==> src/rtl/mem_bus_arbiter.sv <==
// Single-port memory bus arbiter between instruction fetch and MEM-stage load/store.
// Serialises both onto one SRAM-style bus, raises pipeline stalls and turns a hung bus into an error.
module mem_bus_arbiter #(
    parameter int unsigned TIMEOUT = 255
) (
    input  logic        clk,
    input  logic        rst_n,
    input  logic        if_req,
    input  logic [31:0] if_addr,
    output logic        if_ack,
    output logic [31:0] if_rdata,
    input  logic        mem_req,
    input  logic        mem_we,
    input  logic [3:0]  mem_sel,
    input  logic [31:0] mem_addr,
    input  logic [31:0] mem_wdata,
    output logic        mem_ack,
    output logic [31:0] mem_rdata,
    input  logic        flush,
    output logic        bus_cyc,
    output logic        bus_we,
    output logic [3:0]  bus_sel,
    output logic [31:0] bus_addr,
    output logic [31:0] bus_wdata,
    input  logic        bus_ack,
    input  logic [31:0] bus_rdata,
    output logic        stallreq_if,
    output logic        stallreq_mem,
    output logic        bus_err
);

    localparam int unsigned CNT_W = 8;
    localparam logic [CNT_W-1:0] CNT_LAST = CNT_W'(TIMEOUT - 1);

    typedef enum logic [1:0] {IDLE, IF_BUS, MEM_BUS, RESP} state_t;

    state_t            state, state_d;
    logic              drop, drop_d;
    logic [CNT_W-1:0]  cnt, cnt_d;
    logic              bus_cyc_d, bus_we_d, if_ack_d, mem_ack_d, bus_err_d;
    logic [3:0]        bus_sel_d;
    logic [31:0]       bus_addr_d, bus_wdata_d, if_rdata_d, mem_rdata_d;
    logic              drop_now;
    logic              done;

    // A flush in the current bus cycle must suppress an ack issued on this same edge.
    assign drop_now = drop | flush;
    assign done     = bus_ack | (cnt == CNT_LAST);

    assign stallreq_if  = if_req & ~if_ack;
    assign stallreq_mem = mem_req & ~mem_ack;

    always_ff @(posedge clk or negedge rst_n) begin
        if (!rst_n) begin
            state     <= IDLE;
            drop      <= 1'b0;
            cnt       <= '0;
            bus_cyc   <= 1'b0;
            bus_we    <= 1'b0;
            bus_sel   <= 4'h0;
            bus_addr  <= 32'h0;
            bus_wdata <= 32'h0;
            if_ack    <= 1'b0;
            if_rdata  <= 32'h0;
            mem_ack   <= 1'b0;
            mem_rdata <= 32'h0;
            bus_err   <= 1'b0;
        end else begin
            state     <= state_d;
            drop      <= drop_d;
            cnt       <= cnt_d;
            bus_cyc   <= bus_cyc_d;
            bus_we    <= bus_we_d;
            bus_sel   <= bus_sel_d;
            bus_addr  <= bus_addr_d;
            bus_wdata <= bus_wdata_d;
            if_ack    <= if_ack_d;
            if_rdata  <= if_rdata_d;
            mem_ack   <= mem_ack_d;
            mem_rdata <= mem_rdata_d;
            bus_err   <= bus_err_d;
        end
    end

    // Next-state and registered-output logic; bus fields hold between transactions.
    always_comb begin
        state_d     = state;
        drop_d      = drop;
        cnt_d       = cnt;
        bus_cyc_d   = bus_cyc;
        bus_we_d    = bus_we;
        bus_sel_d   = bus_sel;
        bus_addr_d  = bus_addr;
        bus_wdata_d = bus_wdata;
        if_ack_d    = 1'b0;
        if_rdata_d  = if_rdata;
        mem_ack_d   = 1'b0;
        mem_rdata_d = mem_rdata;
        bus_err_d   = 1'b0;

        case (state)
            IDLE: begin
                drop_d = 1'b0;
                if (!flush && mem_req) begin
                    state_d     = MEM_BUS;
                    cnt_d       = '0;
                    bus_cyc_d   = 1'b1;
                    bus_we_d    = mem_we;
                    bus_sel_d   = mem_sel;
                    bus_addr_d  = mem_addr;
                    bus_wdata_d = mem_wdata;
                end else if (!flush && if_req) begin
                    state_d     = IF_BUS;
                    cnt_d       = '0;
                    bus_cyc_d   = 1'b1;
                    bus_we_d    = 1'b0;
                    bus_sel_d   = 4'hF;
                    bus_addr_d  = if_addr;
                    bus_wdata_d = 32'h0;
                end
            end
            IF_BUS, MEM_BUS: begin
                drop_d = drop_now;
                if (done) begin
                    state_d   = RESP;
                    bus_cyc_d = 1'b0;
                    bus_err_d = ~bus_ack;
                    if (!drop_now) begin
                        if (state == IF_BUS) begin
                            if_ack_d   = 1'b1;
                            if_rdata_d = bus_ack ? bus_rdata : 32'h0;
                        end else begin
                            mem_ack_d   = 1'b1;
                            mem_rdata_d = (bus_ack && !bus_we) ? bus_rdata : 32'h0;
                        end
                    end
                end else begin
                    cnt_d = cnt + CNT_W'(1);
                end
            end
            RESP: begin
                state_d = IDLE;
                drop_d  = 1'b0;
            end
            default: begin
                state_d = IDLE;
            end
        endcase
    end

endmodule

==> config.mk <==
export PLATFORM = sky130hd
export DESIGN_NAME = mem_bus_arbiter
export DESIGN_NICKNAME = d
export VERILOG_FILES = /design/src/rtl/mem_bus_arbiter.sv
export SDC_FILE = /design/constraint.sdc
export NUM_CORES = 1
export LEC_CHECK = 0
export BUFFER_PORTS_ARGS = -buffer_cell sky130_fd_sc_hd__buf_2
export CAP_MARGIN = 20
export CORE_MARGIN = 1
export CORE_UTILIZATION = 27
export DETAILED_ROUTE_END_ITERATION = 8
export PLACE_DENSITY = 0.56
export SYNTH_ARGS = -nofsm -noshare
export SYNTH_HDL_FRONTEND = slang
export SYNTH_SLANG_ARGS = --single-unit
==> constraint.sdc <==
create_clock -name clk -period 1.93 [get_ports clk]
set_clock_uncertainty 0.1 [all_clocks]
set_input_delay 0.0965 -clock clk [delete_from_list [all_inputs] [get_ports clk]]
set_output_delay 0.0965 -clock clk [all_outputs]
set_load 0.1 [all_outputs]
* Yosys cells after proc, flatten, opt, wreduce, memory -nomap -nowiden
Cells that the tools add are included.
** Storage, ports and cells
- Bits in registers :: 148
- Input bits :: 139
- Output and inout bits :: 139
- Word-level logic and storage cells :: 79
** Cells by class
- Add/subtract/negate cells :: 1
- Eq/ne operators :: 7
- Multiplexer cells :: 33
- Bitwise gates (word level) :: 9
- Reductions and logical operators :: 16
** Operators with widths (number)
- 32-bit two-way mux :: 6
- 8-bit two-way mux :: 3
- 8-bit case mux with 2 select lines :: 1
- 1-bit two-way mux :: 15
- 8-bit by 1-bit adder with 8-bit output, second input constant :: 1
- 8-bit == test, second input constant :: 1
- 4-bit two-way mux :: 2
- 4-bit AND reduction :: 2
- 2-bit two-way mux :: 3
- 2-bit case mux with 3 select lines :: 1
- 3-bit AND reduction :: 2
- 1-bit NOT :: 5
- 2-bit == test, second input constant :: 2
- 2-bit inequality test, second input constant :: 2
- 1-bit case mux with 2 select lines :: 2
- 2-bit AND reduction :: 2
- 2-bit nonzero test :: 2
- 2-bit OR reduction :: 2
- 1-bit logical AND :: 3
- 3-bit inequality test, second input constant :: 1
- 1-bit bitwise AND :: 2
- 2-bit by 1-bit == test with 1-bit output, second input constant :: 1
- 1-bit zero test :: 2
- 2-bit zero test :: 1
- 1-bit OR :: 2

* Logic depth before layout (Yosys ltp)
Gate-level depths: netlist of the first run.
- Depth in word-level cells :: 5
- Mapped depth :: 8
- Depth with buffers taken out :: 6

* Worst setup path before layout of the first run
No wires, ideal clock.
- Path type :: register to output
- From :: reg if_ack
- To :: out stallreq_if
- Arrival time :: 2211 ps
- Data required time :: 1734 ps
- Path slack :: -477 ps
- Cell stages (with the launch flop) :: 2
- Path buffers :: 0
- Cell sequence :: dfrtp_1 > nor2b_1
** On the way
- Longest elaborated chain between the ends :: 2
** Ends and longest elaborated chain
- from (decl) :: RTL line 10 : output logic if_ack,
- from (signal assigned) :: RTL line 77 : if_ack <= if_ack_d;
- 1-bit NOT :: RTL line 50 : assign stallreq_if = if_req & ~if_ack;
- 1-bit bitwise AND :: RTL line 50
- to (decl) :: RTL line 27 : output logic stallreq_if,
Every way passes these cells.

* Worst setup path in the final report of the first run
- From :: reg cnt[0]
- To :: reg mem_rdata[6]
** On the way
- Longest elaborated chain between the ends :: 3
** Ends and longest elaborated chain
- from (decl) :: RTL line 39 : logic [CNT_W-1:0] cnt, cnt_d;
- from (signal assigned) :: RTL line 71 : cnt <= cnt_d;
- 8-bit == test :: RTL line 48 : assign done = bus_ack | (cnt == CNT_LAST);
- 1-bit OR :: RTL line 48
- 4-bit AND reduction (no line)
- to (signal assigned) :: RTL line 80 : mem_rdata <= mem_rdata_d;
- to (decl) :: RTL line 18 : output logic [31:0] mem_rdata,
Every way passes these cells.
A chain may end at the register's enable or synchronous reset.

==> summary.md, run 1 <==
| Metric | Value |
|---|---|
| Status | `completed` |
| DRT Pass-1 Iters | `4` |
| Worst slack, placed | `0.0459 ns` |
| Wirelength per Cell | `16.6 um` |
| Largest net degree at the start of global routing | `84` |
| CP endpoint kind | `flip-flop` |
| Finish-stage setup viols | `0` |
| Register bit total from synthesis | `148` |
| Root buf cell | `clkbuf_16` |
| Inserted Clock Buffers | `17` |
| Starting DRT DRC Count | `151` |
| Synth Instances | `457` |
| CP arrival | `2.02 ns` |
| GRT Total Usage | `0.167` |
| P&R area growth vs syn | `65.4%` |
| Crit-path max FO | `33` |
| GP Congestion | `0.763` |
| Post-detail-place hpwl | `12.3 mm` |
| Final setup margin | `0.108 ns` |
| Buf/Inv on CP | `2` |
| Startpoint Class | `flip-flop` |
| Average size of a mapped cell | `13.0 um2` |
| FFs w/ async S/R, synth | `1.00` |
| Final Routed Wirelength | `19.4 mm` |
| Slew of the pin with the lowest slew margin | `0.543 ns` |
| Tmin final | `1.82 ns` |
| CTS tree | `yes` |
| Reg-to-reg slack, setup | `0.11 ns` |
| Net Count, Synth | `601` |
| Area fraction of the dominant cell type after synthesis | `0.624` |
| Crit path max-delay family | `compound AO/OA/AOI/OAI gates` |
| Height of the die | `150 um` |
| Cell accounting for the most synthesized area | `dfrtp_1` |
| Worst min path class | `primary input to asynchronous set/reset pin` |
| Number of enable flip-flop cells after synthesis | `0` |
| Max incr delay on CP | `0.44 ns` |
| Rows | `53` |
| GRT Residual Overflow | `0` |
| Required @ worst endpoint | `2.13 ns` |
| Reg clk slew, reported paths | `0.07 ns` |
| DR vias | `5,267` |
| Post-synth top flop | `dfrtp_1` |
| Initial antenna violation count | `2` |
| Routed vias/inst | `4.49` |
| Relative slew slack | `0.640` |
| Unique masters post-synth | `40` |
| # fillers | `1,912` |
| Layout cells sized above 1 | `0.394` |
| Most frequent cells in the layout | `buf_2, dfrtp_1, dlygate4sd3_1` |
| Fmax | `0.549 GHz` |
| PortBufs | `277` |
| Vias in the first global route | `5,477` |
| Top post-synthesis cells by area | `dfrtp_1, a22o_1, mux2i_1` |
| Critical path class | `flip-flop to flip-flop` |
| Worst-path cell chain | `inv_1, ha_1, nand4_2, o21bai_4, nand4b_4, buf_12, a22o_1` |
| Clk sink count | `148` |
| Clk buf depth | `2` |
| IO Count | `278` |
| Core area | `21,300 um2` |
| Antenna viol nets, final | `0` |
| Mapped cell area | `5930 um2` |
| Starting Density | `0.279` |
| Commonest non-fill, non-tap cell in the layout | `buf_2` |
| Worst-Skew Late Latency | `0.42 ns` |
| Layout Nets | `1,027` |
| Die width | `150 um` |
| Final max-slew violation count | `0` |
| Htree depth | `4` |
| Sequential share of the synthesized area | `0.624` |
| DRC | `0` |
| Final Cycle Share | `0.944` |
| Max_cap viols | `0` |
| Final hold vios | `0` |
| Die area | `22,600 um2` |
| RSZ-0062 raised after global routing | `no` |
| Final setup TNS | `0 ns` |
| Slowest stage cell, crit path | `dfrtp_2` |
| Yosys Warn Count | `0` |
| First-pass GRT wire length | `28.8 mm` |
worst reg2reg max path, cell delays in order (launching register included):
cell	delay [ns]
dfrtp_2	0.44
inv_1	0.06
ha_1	0.15
nand4_2	0.14
o21bai_4	0.22
nand4b_4	0.13
buf_12	0.19
a22o_1	0.27
metal layers:
layer	wire, um	global-route usage	vias to the layer above
met2	9280	0.286	194
met1	8410	0.199	2500
met5	10	0	-
met4	395	0.0581	2
li1	-	-	2544
met3	1320	0.0488	27
final timing paths:
path | startpoint | end | cells past startpoint
worst max-delay path | cnt[0] | mem_rdata[6] | 7
worst min-delay path | rst_n | bus_addr[7] | 2
worst max register to register | cnt[0] | mem_rdata[6] | 7
worst min register to register | bus_addr[2] | bus_addr[2] | 2
max in group asynchronous | rst_n | bus_we | 3
min in group clk | if_req | cnt[6] | 4
metrics by stage:
stage | util | cell area (um2) | hold slack, ns | instances
after global routing | 0.461 | 9810 | 0.0865 | 1171
after floorplan | - | 5940 | -0.299 | 457
final | 0.461 | 9810 | 0.0642 | 1172
after global placement | 0.366 | 7790 | -0.0632 | 996
after detailed placement | 0.366 | 7790 | -0.0640 | 996
after CTS | 0.457 | 9720 | 0.0672 | 1164
Yosys cell counts, types with 3 or more instances:
cell type  instances
o22a_1             6
clkbuf_1           9
nor2b_1            3
nand2b_1           3
dfrtp_1          148
mux2i_1           35
nor3_1             5
nand2_1           41
a22o_1            99
o21ai_0           34
nor2_1             6
ha_1               5
buf_6              3
and2_1             3
inv_1              7
a21oi_1            3
buf_2             20
cell families (layout without fill, tap and decap cells):
kind of cell	after synthesis	after routing	share of synthesized area
flip-flops	148	148	0.624
AND/OR/NAND/NOR	73	73	0.0626
multiplexers	37	37	0.0628
buffers and inverters	40	479	0.0340
other	0	1	0
AO/OA/AOI/OAI	154	154	0.206
adder cells (fa/ha/maj)	5	5	0.0105
what timing repair did:
item | 4_1_cts | 5_1_grt
setup buffers | 0 | 6
gates resized for setup | 0 | 4
hold endpoints to repair | 283 | 0
setup endpoints to repair | 0 | 39
hold buffers | 136 | 0
flip-flops by register name, summed over array words and instances (netlist names):
register / flops
bus_err: 1
mem_ack: 1
cnt: 8
if_ack: 1
bus_we: 1
bus_wdata: 32
drop: 1
bus_sel: 4
bus_cyc: 1
state: 2
mem_rdata: 32
bus_addr: 32
if_rdata: 32
area by class of cell:
| cell class | count | area, um2 | share of cell area |
|---|---|---|---|
| antenna | 1 | 2.50 | 0.000255 |
| clock buffer | 18 | 429 | 0.0437 |
| clock inverter | 14 | 141 | 0.0144 |
| inverter | 7 | 26.3 | 0.00268 |
| multi-input combinational | 269 | 2080 | 0.212 |
| sequential | 148 | 3710 | 0.378 |
| tap | 275 | 344 | 0.0351 |
| timing repair buffer | 440 | 3090 | 0.315 |
Power of run 1 is not shown: default switching activity piles up to over one toggle a cycle in this logic, so the estimate is an artifact.
==> run 2, diff against run 1 <==
--- a/config.mk
+++ b/config.mk
@@ -8,9 +8,9 @@
 export BUFFER_PORTS_ARGS = -buffer_cell sky130_fd_sc_hd__buf_2
 export CAP_MARGIN = 20
 export CORE_MARGIN = 1
-export CORE_UTILIZATION = 27
+export CORE_UTILIZATION = 42
 export DETAILED_ROUTE_END_ITERATION = 8
-export PLACE_DENSITY = 0.56
+export PLACE_DENSITY = 0.79
 export SYNTH_ARGS = -nofsm -noshare
 export SYNTH_HDL_FRONTEND = slang
 export SYNTH_SLANG_ARGS = --single-unit
==> run 2 against run 1 <==
Via count rose by 9.7%. First-iteration DRC count rose by 81%. Maximum frequency fell by 2.3%. Design area fell by 1.7%. Die area fell by 35%. Largest cell class unchanged.
==> summary.md, run 2 (synthesis results as in run 1) <==
| Metric | Value |
|---|---|
| Finish-stage setup viols | `0` |
| Inserted Clock Buffers | `17` |
| Reg clk slew, reported paths | `0.06 ns` |
| Antenna viol nets, final | `0` |
| Die width | `121 um` |
| P&R area growth vs syn | `62.5%` |
| Startpoint Class | `flip-flop` |
| Initial antenna violation count | `2` |
| DRT Pass-1 Iters | `5` |
| # fillers | `910` |
| Height of the die | `121 um` |
| Final Util | `0.697` |
| Die area | `14,600 um2` |
| Slew of the pin with the lowest slew margin | `0.533 ns` |
| Final setup TNS | `0 ns` |
| Critical path class | `flip-flop to flip-flop` |
| Final Routed Wirelength | `20.8 mm` |
| Fmax | `0.536 GHz` |
| First-pass GRT wire length | `31.3 mm` |
| Wirelength per Cell | `19.5 um` |
| Worst-Skew Late Latency | `0.42 ns` |
| Relative slew slack | `0.647` |
| Clk buf depth | `2` |
| Vias in the first global route | `6,099` |
| GRT Residual Overflow | `0` |
| Status | `completed` |
| Rows | `43` |
| Htree depth | `4` |
| Final Cycle Share | `0.966` |
| Starting Density | `0.429` |
| Clk sink count | `148` |
| PortBufs | `277` |
| Commonest non-fill, non-tap cell in the layout | `buf_2` |
| Root buf cell | `clkbuf_16` |
| DR vias | `5,778` |
| Tmin final | `1.87 ns` |
| CP endpoint kind | `flip-flop` |
| Crit-path max FO | `6` |
| Starting DRT DRC Count | `273` |
| Worst min path class | `primary input to asynchronous set/reset pin` |
| IO Count | `278` |
| CP arrival | `2.12 ns` |
| DRC | `0` |
| RSZ-0062 raised after global routing | `no` |
| GP Congestion | `0.883` |
| Most frequent cells in the layout | `buf_2, dfrtp_1, dlygate4sd3_1` |
| Placed Area | `7610 um2` |
| Largest net degree at the start of global routing | `87` |
| Final max-slew violation count | `0` |
| Layout cells sized above 1 | `0.387` |
| Post-route cell area | `9640 um2` |
| GRT Total Usage | `0.281` |
| Max_cap viols | `0` |
| Post-detail-place hpwl | `12.0 mm` |
| Final hold vios | `0` |
| CTS tree | `yes` |
| Routed vias/inst | `5.40` |
| Core area | `13,800 um2` |
| Required @ worst endpoint | `2.18 ns` |
| Layout Nets | `1,020` |
[run 2: changes by cell type in the layout (fill, tap and decap cells not counted), sizes merged, moves of 2 or more]
cell	before	now
buf	303	294
clkbuf	19	26
clkinv	2	4
inv	15	8
[run 2: layout make-up]
| cell class | instances | area [um2] | share of cell area |
|---|---|---|---|
| clock inverter | 8 | 77.6 | 0.00804 |
| clock buffer | 23 | 468 | 0.0485 |
| tap | 180 | 225 | 0.0234 |
| timing repair buffer | 433 | 3060 | 0.317 |
| sequential | 148 | 3700 | 0.384 |
| inverter | 7 | 26.3 | 0.00272 |
| multi-input combinational | 269 | 2080 | 0.215 |
| antenna | 2 | 5.00 | 0.000519 |
[run 2: what timing repair did]
item	CTS	global route
gates resized for setup	0	6
setup endpoints to repair	0	63
endpoints found under the hold margin	283	1
buffers inserted	0	2
hold buffers	136	1
[run 2: through the flow]
step	hold slack, ns	std cells	setup slack (ns)
finish	0.0625	1070	0.0648
global route	0.0784	1070	0.00592
CTS	0.0371	1064	0.0498
detailed placement	-0.0805	897	0.0603
global placement	-0.0956	897	0.127
floorplan	-0.299	457	0.0450
[run 2: per-layer routing]
metal | track usage | up-vias | wire length, um
li1 | - | 2529 | -
met1 | 0.314 | 2836 | 7800
met2 | 0.485 | 325 | 10800
met3 | 0.0663 | 88 | 1240
met4 | 0.167 | 0 | 999
met5 | 0 | - | 0
[run 2: worst max-delay path, cell delays in order, from the launching register on]
cell,delay [ns]
dfrtp_1,0.37
inv_1,0.08
ha_2,0.39
nand2b_1,0.10
o21bai_2,0.22
buf_4,0.17
nor3_1,0.22
o22a_1,0.16
[run 2: path summary, 6_finish.rpt]
kind / from / to / slack [ns] / depth (start not counted)
max: state[0] / cnt[4] / 0.06 / 7
max in group asynchronous: rst_n / mem_rdata[6] / 0.96 / 3
min in group clk: if_req / cnt[6] / 0.13 / 4
max reg2reg: state[0] / cnt[4] / 0.06 / 7
min reg2reg: bus_addr[30] / bus_addr[30] / 0.38 / 2
min: rst_n / bus_wdata[15] / 0.06 / 2
Power of run 2 is left out for the same reason.
